**config.mk**
```make
export PLATFORM = sky130hd
export DESIGN_NAME = i2c_bus_arbiter_flat
export DESIGN_NICKNAME = d
export VERILOG_FILES = /design/src/rtl/i2c_bus_arbiter_if.sv /design/src/rtl/i2c_bus_arbiter.sv /design/src/flat_wrapper.sv
export SDC_FILE = /design/constraint.sdc
export NUM_CORES = 1
export LEC_CHECK = 0
export ABC_AREA = 1
export BUFFER_PORTS_ARGS = -buffer_cell sky130_fd_sc_hd__buf_2
export CAP_MARGIN = 20
export CELL_PAD_IN_SITES_DETAIL_PLACEMENT = 1
export CELL_PAD_IN_SITES_GLOBAL_PLACEMENT = 1
export CORE_ASPECT_RATIO = 1.5
export CORE_MARGIN = 2
export CORE_UTILIZATION = 35
export DETAILED_ROUTE_END_ITERATION = 8
export PLACE_DENSITY_LB_ADDON = 0.08
export SYNTH_ARGS = -nofsm -noshare
export SYNTH_HDL_FRONTEND = slang
export SYNTH_SLANG_ARGS = --single-unit
```
**constraint.sdc**
```tcl
create_clock -name clk -period 1.7 [get_ports clk]
set_input_delay 0.255 -clock clk [delete_from_list [all_inputs] [get_ports clk]]
set_output_delay 0.255 -clock clk [all_outputs]
set_load 0.1 [all_outputs]
```
**src/rtl/i2c_bus_arbiter_if.sv**
```systemverilog
// Bus bundle between the I2C master arbiter and its four clients.
// The slave modport is the arbiter's view; the master modport is the client/driver side.
interface i2c_bus_arbiter_if;
   logic [3:0] req;
   logic [3:0] done;
   logic [3:0] fail;
   logic       i2c_bus_busy;
   logic [3:0] grant;
   logic       grant_valid;
   logic [1:0] grant_id;
   logic [3:0] client_reset;
   logic       abort;
   logic       txn_fail;
   logic [1:0] state_out;

   modport master (
      output req, done, fail, i2c_bus_busy,
      input  grant, grant_valid, grant_id, client_reset, abort, txn_fail, state_out
   );

   modport slave (
      input  req, done, fail, i2c_bus_busy,
      output grant, grant_valid, grant_id, client_reset, abort, txn_fail, state_out
   );
endinterface

```
**src/rtl/i2c_bus_arbiter.sv**
```systemverilog
// Four-client arbiter for a shared I2C master: grant timeout, bus-busy release and guard gap.
// Define I2C_ARB_ROUND_ROBIN_EN for round-robin selection; default is fixed priority (client 0 highest).
module i2c_bus_arbiter #(
   parameter logic [15:0] TIMEOUT_CYCLES = 16'd50000,
   parameter logic [3:0]  GUARD_CYCLES   = 4'd4
) (
   input logic              clk,
   input logic              reset_n,
   i2c_bus_arbiter_if.slave bus
);

   typedef enum logic [1:0] {
      S_IDLE    = 2'd0,
      S_GRANT   = 2'd1,
      S_RELEASE = 2'd2,
      S_GUARD   = 2'd3
   } state_t;

   state_t      state_r;
   logic [3:0]  grant_r;
   logic        grant_valid_r;
   logic [1:0]  grant_id_r;
   logic [3:0]  client_reset_r;
   logic        abort_r;
   logic        txn_fail_r;
   logic [15:0] timer_r;
   logic [3:0]  guard_r;
   logic [1:0]  winner_s;
   logic        end_txn_s;
   logic        expire_s;

`ifdef I2C_ARB_ROUND_ROBIN_EN
   logic [1:0]  rr_ptr_r;

   function automatic logic [1:0] pick_rr(input logic [3:0] r, input logic [1:0] ptr);
      logic [1:0] idx;
      logic       found;
      pick_rr = ptr;
      found   = 1'b0;
      for (int i = 0; i < 4; i++) begin
         idx     = ptr + 2'(i);
         pick_rr = (!found && r[idx]) ? idx : pick_rr;
         found   = found | r[idx];
      end
   endfunction
`else
   function automatic logic [1:0] pick_fixed(input logic [3:0] r);
      pick_fixed = 2'd0;
      for (int i = 3; i >= 0; i--) begin
         pick_fixed = r[i] ? 2'(i) : pick_fixed;
      end
   endfunction
`endif

   // Winner among current requests, used only when leaving S_IDLE.
   always_comb begin
      winner_s = 2'd0;
`ifdef I2C_ARB_ROUND_ROBIN_EN
      winner_s = pick_rr(bus.req, rr_ptr_r);
`else
      winner_s = pick_fixed(bus.req);
`endif
   end

   // Only the granted client's done/fail end the transaction; expiry means the timer reaches 0 this cycle.
   always_comb begin
      end_txn_s = bus.done[grant_id_r] | bus.fail[grant_id_r];
      expire_s  = (timer_r <= 16'd1);
   end

   // Arbitration FSM with all outputs registered.
   always_ff @(posedge clk or negedge reset_n) begin
      if (!reset_n) begin
         state_r        <= S_IDLE;
         grant_r        <= 4'b0000;
         grant_valid_r  <= 1'b0;
         grant_id_r     <= 2'd0;
         client_reset_r <= 4'b0000;
         abort_r        <= 1'b0;
         txn_fail_r     <= 1'b0;
         timer_r        <= 16'd0;
         guard_r        <= 4'd0;
`ifdef I2C_ARB_ROUND_ROBIN_EN
         rr_ptr_r       <= 2'd0;
`endif
      end else begin
         client_reset_r <= 4'b0000;
         abort_r        <= 1'b0;
         txn_fail_r     <= 1'b0;
         case (state_r)
            S_IDLE: begin
               if (bus.req != 4'b0000) begin
                  grant_r       <= 4'b0001 << winner_s;
                  grant_id_r    <= winner_s;
                  grant_valid_r <= 1'b1;
                  timer_r       <= TIMEOUT_CYCLES;
                  state_r       <= S_GRANT;
`ifdef I2C_ARB_ROUND_ROBIN_EN
                  rr_ptr_r      <= winner_s + 2'd1;
`endif
               end else begin
                  state_r <= S_IDLE;
               end
            end
            S_GRANT: begin
               timer_r <= (timer_r == 16'd0) ? 16'd0 : timer_r - 16'd1;
               if (end_txn_s) begin
                  grant_r       <= 4'b0000;
                  grant_valid_r <= 1'b0;
                  txn_fail_r    <= bus.fail[grant_id_r];
                  state_r       <= S_RELEASE;
               end else if (!bus.req[grant_id_r]) begin
                  grant_r       <= 4'b0000;
                  grant_valid_r <= 1'b0;
                  state_r       <= S_RELEASE;
               end else if (expire_s) begin
                  grant_r        <= 4'b0000;
                  grant_valid_r  <= 1'b0;
                  abort_r        <= 1'b1;
                  client_reset_r <= 4'b0001 << grant_id_r;
                  state_r        <= S_RELEASE;
               end else begin
                  state_r <= S_GRANT;
               end
            end
            S_RELEASE: begin
               if (bus.i2c_bus_busy) begin
                  state_r <= S_RELEASE;
               end else if (GUARD_CYCLES == 4'd0) begin
                  state_r <= S_IDLE;
               end else begin
                  guard_r <= GUARD_CYCLES;
                  state_r <= S_GUARD;
               end
            end
            S_GUARD: begin
               if (guard_r <= 4'd1) begin
                  guard_r <= 4'd0;
                  state_r <= S_IDLE;
               end else begin
                  guard_r <= guard_r - 4'd1;
                  state_r <= S_GUARD;
               end
            end
            default: begin
               grant_r       <= 4'b0000;
               grant_valid_r <= 1'b0;
               state_r       <= S_IDLE;
            end
         endcase
      end
   end

   assign bus.grant        = grant_r;
   assign bus.grant_valid  = grant_valid_r;
   assign bus.grant_id     = grant_id_r;
   assign bus.client_reset = client_reset_r;
   assign bus.abort        = abort_r;
   assign bus.txn_fail     = txn_fail_r;
   assign bus.state_out    = state_r;

endmodule

```
**src/flat_wrapper.sv**
```systemverilog
// flat-port wrapper written by rule: the top's interface ports become plain ports
module i2c_bus_arbiter_flat 
#(
   parameter logic [15:0] TIMEOUT_CYCLES = 16'd50000,
   parameter logic [3:0]  GUARD_CYCLES   = 4'd4
)
  (clk, reset_n, bus_req, bus_done, bus_fail, bus_i2c_bus_busy, bus_grant, bus_grant_valid, bus_grant_id, bus_client_reset, bus_abort, bus_txn_fail, bus_state_out);
  i2c_bus_arbiter_if bus_i ();
  input logic clk;
  input logic reset_n;
  input wire logic [$bits(bus_i.req)-1:0] bus_req;
  input wire logic [$bits(bus_i.done)-1:0] bus_done;
  input wire logic [$bits(bus_i.fail)-1:0] bus_fail;
  input wire logic [$bits(bus_i.i2c_bus_busy)-1:0] bus_i2c_bus_busy;
  output wire logic [$bits(bus_i.grant)-1:0] bus_grant;
  output wire logic [$bits(bus_i.grant_valid)-1:0] bus_grant_valid;
  output wire logic [$bits(bus_i.grant_id)-1:0] bus_grant_id;
  output wire logic [$bits(bus_i.client_reset)-1:0] bus_client_reset;
  output wire logic [$bits(bus_i.abort)-1:0] bus_abort;
  output wire logic [$bits(bus_i.txn_fail)-1:0] bus_txn_fail;
  output wire logic [$bits(bus_i.state_out)-1:0] bus_state_out;
  assign bus_i.req = bus_req;
  assign bus_i.done = bus_done;
  assign bus_i.fail = bus_fail;
  assign bus_i.i2c_bus_busy = bus_i2c_bus_busy;
  assign bus_grant = bus_i.grant;
  assign bus_grant_valid = bus_i.grant_valid;
  assign bus_grant_id = bus_i.grant_id;
  assign bus_client_reset = bus_i.client_reset;
  assign bus_abort = bus_i.abort;
  assign bus_txn_fail = bus_i.txn_fail;
  assign bus_state_out = bus_i.state_out;
  i2c_bus_arbiter #(.TIMEOUT_CYCLES(TIMEOUT_CYCLES), .GUARD_CYCLES(GUARD_CYCLES)) u_core (.clk(clk), .reset_n(reset_n), .bus(bus_i));
endmodule
```
==> qor.csv, run 1 <==
metric,value,unit
max-vdd-ir-drop,0.00127,V
nets,322,
min_period,1540,ps
die_h,96.5,um
setup-violations-final,0,
first_pass_iters,4,
vias,1765,
worstSetupEndpointType,flip-flop,
cts_tree,built,
status,"complete, no violations",
drive_above_1_share,0.248,
fin_crit_sh,0.907,
drc,0,
grt_util_all_layers,0.186,
synth.avg_cell_area,7.71,um^2
cts-resized-gates,0,
p_per_area,2060,nW/um^2
hold_viol,0,
fmax,648,MHz
clockBufferDepth,2,
synth_warnings,0,
cellLeakagePower,1.21,nW
synth_async_sr_flop_share,1.00,
cts.sinks,35,
crit_type,reg2reg,
start_util,0.364,
final_util,0.434,
synth_area,2000,um^2
antenna_found_initial,0,
cap_violations,0,
synth_cell_type_count,25,
grt_pass1_wl,8890,um
worst_slack,157,ps
synthFlopType,dfrtp_1,
tightest_slew,543,ps
ys_seq_area_frac,0.438,
critPathMaxFanout,4,
cp-start-kind,flip-flop,
cts_setup_buffers,0,
clkLatencyLatePin,290,ps
routed_via_density,4.73,
boundaryPins,30,
postRouteAntennaNets,0,
htreeDepth,2,
grt_pass1_vias,1897,
synth_edf_count,0,
postCtsHoldBufs,1,
drt_iter0_markers,60,
hold_depth,3,
grt-ovfl-total,0,
max_slew_margin,0.638,
drv_slew,0,
finClkSkew,7.34,ps
routed_wl,5110,um
syn_inst,259,
grt_start_max_net_pins,23,
wl_per_cell,13.7,um
die_x,65.7,um
dpl_cell_area,2280,um^2
portBuffers,29,
synth_nets,279,
rsz0062_at_grt,no,
cts_root_buffer,clkbuf_8,
synth.top_cell.area_share,0.438,
synth_top_cells_by_count,"76 x nand2_1, 35 x dfrtp_1, 32 x nor2_1",
antennaDiodeCount,0,
crit_arrival,1720,ps
hpwl,4100,um
ys_seq_elements,35,
dieArea,6340,um^2
rows,33,
synth_largest_area_cell,dfrtp_1,
cts-buffers-inserted,5,
core,5490,um^2
path_clk_slew,80,ps
reg2regPathDepth,7,
finalSetupTns,0,ps
fin_area,2380,um^2
gp_congestion,0.752,
post-place-ws,126,ps
hp-class,in2reg,
synth.most_common_cell,nand2_1,
synthTopCellsByArea,"dfrtp_1 44%, nand2_1 14%, nor2_1 6.0%",
area_delta_synth_final,19.2,%
required,1880,ps
==> layer usage <==
metal  GRT usage  share of wire  vias up
li1            -              -      900
met1       0.199           0.39      833
met2       0.359           0.56       26
met3      0.0255          0.027        6
met4      0.0781          0.019        0
met5           0              0        -
==> cell families (layout without fill, tap and decap cells) <==
group	count (synthesis)	in the layout	share of synthesized area
compound gates	35	35	0.0952
xor+xnor	12	12	0.0526
fa+ha+maj	5	5	0.0313
buf+inv	31	75	0.0689
flops	35	35	0.438
simple gates	141	141	0.314
==> final cells by class <==
cell class                 count  area (um^2)
fill                         715         3110
multi-input combinational    193          985
sequential                    35          881
timing repair buffer          39          223
inverter                      28          110
tap                           70         87.6
clock buffer                   7         86.3
clock inverter                 1         8.76
==> layout by cell type, fill, tap and decap left out, drive strengths merged <==
master	count
nand2	85
nor2	40
buf	38
dfrtp	35
inv	28
o21ai	18
nand3	12
a21oi	10
xor2	9
clkbuf	7
o22ai	5
ha	5
nand4	3
xnor2	3
or2	1
a31o	1
a31oi	1
clkinv	1
dlygate4sd3	1
==> flip-flops by register name, summed over array words and instances (netlist names) <==
register                 flops
u_core.timer_r              16
u_core.bus.txn_fail          1
u_core.bus.grant_valid       1
u_core.bus.grant             4
u_core.bus.state_out         2
u_core.guard_r               4
u_core.bus.abort             1
u_core.bus.grant_id          2
u_core.bus.client_reset      4
==> power breakdown <==
part,leakage [nW],internal (mW),switching (mW)
registers,0.442,1.14,0.358
logic,0.724,0.802,1.97
clock network,0.0484,0.332,0.313
==> final timing paths <==
kind,start,endpoint,slack (ps)
max reg2reg,u_core.timer_r[0],u_core.bus.state_out[1],160
min reg2reg,u_core.bus.grant[3],u_core.bus.grant[3],470
max in group asynchronous,reset_n,u_core.timer_r[8],700
max,u_core.timer_r[0],u_core.bus.state_out[1],160
min,bus_req[1],u_core.bus.grant[1],250
min in group asynchronous,reset_n,u_core.bus.grant_valid,480
==> stage by stage <==
| stage | total power, mW | hold WS, ps | std cells |
|---|---|---|---|
| floorplan | 3.63 | -40.6 | 259 |
| global placement | 4.30 | 269 | 364 |
| detailed placement | 4.33 | 278 | 364 |
| CTS | 5.00 | 249 | 373 |
| global route | 5.36 | 263 | 373 |
| finish | 4.91 | 250 | 373 |
==> critical path, stage by stage (launching register included) <==
cell     delay, ps
dfrtp_1        390
inv_1           90
ha_1           230
or2_2          290
nand3_2        130
nand2_1         60
o21ai_0        170
nand2_1         70
Note: power is estimated with default switching activity, not from simulation.
==> run 2: changes to the inputs <==
clock period = 1.5 ns   (was 1.7 ns; I/O delays follow)
==> qor.csv, run 2 (same netlist as run 1, synthesis figures left out) <==
metric,value,unit,change
status,"complete, no violations",,
rsz0062_at_grt,yes,,
final_common_cell,nand2_1,,
r2r_end,u_core.bus.grant[1],,
cts-buffers-inserted,5,,unchanged
gp_congestion,0.836,,+11%
regArea,895,um^2,+1.6%
final_cells,382,,+2.4%
max-vdd-ir-drop,0.00147,V,+16%
postRouteAntennaNets,0,,unchanged
drc,0,,unchanged
min-delay-start,bus_req[1],,
fin_crit_sh,0.954,,
hold-path-endpoint,u_core.bus.grant[1],,
seqPwrFrac,0.289,,-0.016
grt_pass1_vias,1948,,+2.7%
cp-start-kind,flip-flop,,
drt_iter0_markers,27,,-55%
required,1270,ps,-610 ps
finClkSkew,4.28,ps,-3.06 ps
htreeDepth,2,,unchanged
regToRegStartpoint,u_core.timer_r[0],,
whs,227,ps,-22.9 ps
fmax,699,MHz,
cellLeakagePower,1.27,nW,+4.3%
crit_family,flip-flops,,
routed_via_density,4.77,,+0.74%
die_x,65.7,um,unchanged
critPathSlowestCell,dfrtp_4,,
final_cell_mix,"72 x nand2_1, 28 x dfrtp_1, 27 x buf_2, 24 x nor2_1, 21 x inv_1",,
hold_viol,0,,unchanged
cts_root_buffer,clkbuf_8,,
drive_above_1_share,0.333,,+0.0858
intPower,2.89,mW,+27%
path_cells,buf_2,,
path_clk_slew,70,ps,about the same
cts.sinks,35,,unchanged
min_period,1430,ps,
rows,33,,unchanged
multi_input_area,1050,um^2,+6.4%
antenna_found_initial,0,,unchanged
largest_register_ffs,16,,unchanged
cpPeakStageDelay,480,ps,+90 ps
start_util,0.364,,unchanged
hold_depth,3,,unchanged
p_sw,3.09,mW,+17%
clockBufferDepth,2,,unchanged
cts_tree,built,,
crit_type,reg2out,,
wl_per_cell,13.2,um,-3.4%
hpwl,4020,um,-2.0%
grt_pass1_wl,9000,um,+1.2%
die_h,96.5,um,unchanged
critPathMaxFanout,9,,+5
dieArea,6340,um^2,unchanged
reg2reg_slack,120,ps,-40 ps
drv_slew,0,,unchanged
first_pass_iters,4,,unchanged
pwr-share-comb,0.587,,+0.023
nets,331,,+2.8%
p_per_area,2350,nW/um^2,+14%
boundaryPins,30,,unchanged
routed_wl,5050,um,-1.1%
core,5490,um^2,unchanged
cap_violations,0,,unchanged
antennaDiodeCount,0,,unchanged
portBuffers,29,,unchanged
area_delta_synth_final,27.4,%,
reg2regPathDepth,8,,+1
grt_util_all_layers,0.186,,-0.000838
hp-class,in2reg,,
n_fill_cell,692,,-3.2%
clkPwrFrac,0.124,,-0.007
path_buf_inv,1,,unchanged
regMostFlops,u_core.timer_r,,
crit_arrival,1210,ps,-510 ps
grt-ovfl-total,0,,unchanged
grt_start_max_net_pins,36,,+57%
setup-violations-final,0,,unchanged
vias,1821,,+3.2%
worstSetupEndpointType,output pin,,
sw_frac_of_total,0.517,,-0.0204
clkLatencyLatePin,290,ps,about the same
tightest_slew,488,ps,-54.5 ps
max_slew_margin,0.677,,+0.0386
place_inst,372,,+2.2%
==> run 2: what timing repair did <==
action,4_1_cts,5_1_grt
hold buffers,1,0
pin swaps,0,2
hold endpoints to repair,35,0
gates resized for setup,6,27
buffers inserted,1,0
endpoints found under the setup margin,8,30
==> run 2: final cells by class <==
type | instances | area share
Tap cell | 70 | 0.0344
Multi-Input combinational cell | 193 | 0.412
Timing Repair Buffer | 48 | 0.119
Clock buffer | 8 | 0.0393
Inverter | 28 | 0.0442
Sequential cell | 35 | 0.352
==> run 2: worst max path at each step <==
stage                           startpoint                    endpoint  cells past startpoint
finish              u_core.bus.grant_id[1]             bus_grant_id[1]                      1
global route        u_core.bus.grant_id[0]  u_core.bus.client_reset[0]                      9
CTS                      u_core.timer_r[0]         u_core.bus.grant[1]                      8
detailed placement       u_core.timer_r[0]         u_core.bus.grant[1]                      8
global placement         u_core.timer_r[0]         u_core.bus.grant[1]                      8
floorplan           u_core.bus.grant_id[0]      u_core.bus.grant_valid                     10
==> run 2: stage by stage <==
stage	TNS [ps]	util	total power [mW]	cell area, um^2	setup slack, ps
2_1_floorplan	-155	-	4.15	2020	-29.1
3_3_place_gp	0	0.427	5.00	2350	24.7
3_5_place_dp	-65.3	0.427	5.06	2350	-15.5
4_1_cts	0	0.453	5.92	2490	1.40
5_1_grt	-35.9	0.463	6.55	2540	-18.7
6_report	0	0.463	5.98	2540	68.4
==> run 2: routing by layer <==
layer | up-vias | GRT usage | wire, um
met2 | 27 | 0.352 | 2780
met5 | - | 0 | 0
met3 | 7 | 0.0209 | 114
met1 | 872 | 0.210 | 2060
met4 | 0 | 0.0677 | 90
li1 | 915 | - | -
==> run 2: power by group through the flow <==
stage	clock network (mW)	logic, mW	registers, mW
global route	0.819	3.93	1.80
detailed placement	0	3.34	1.72
finish	0.745	3.51	1.73
CTS	0.776	3.44	1.71
floorplan	0	1.75	2.40
global placement	0	3.29	1.72
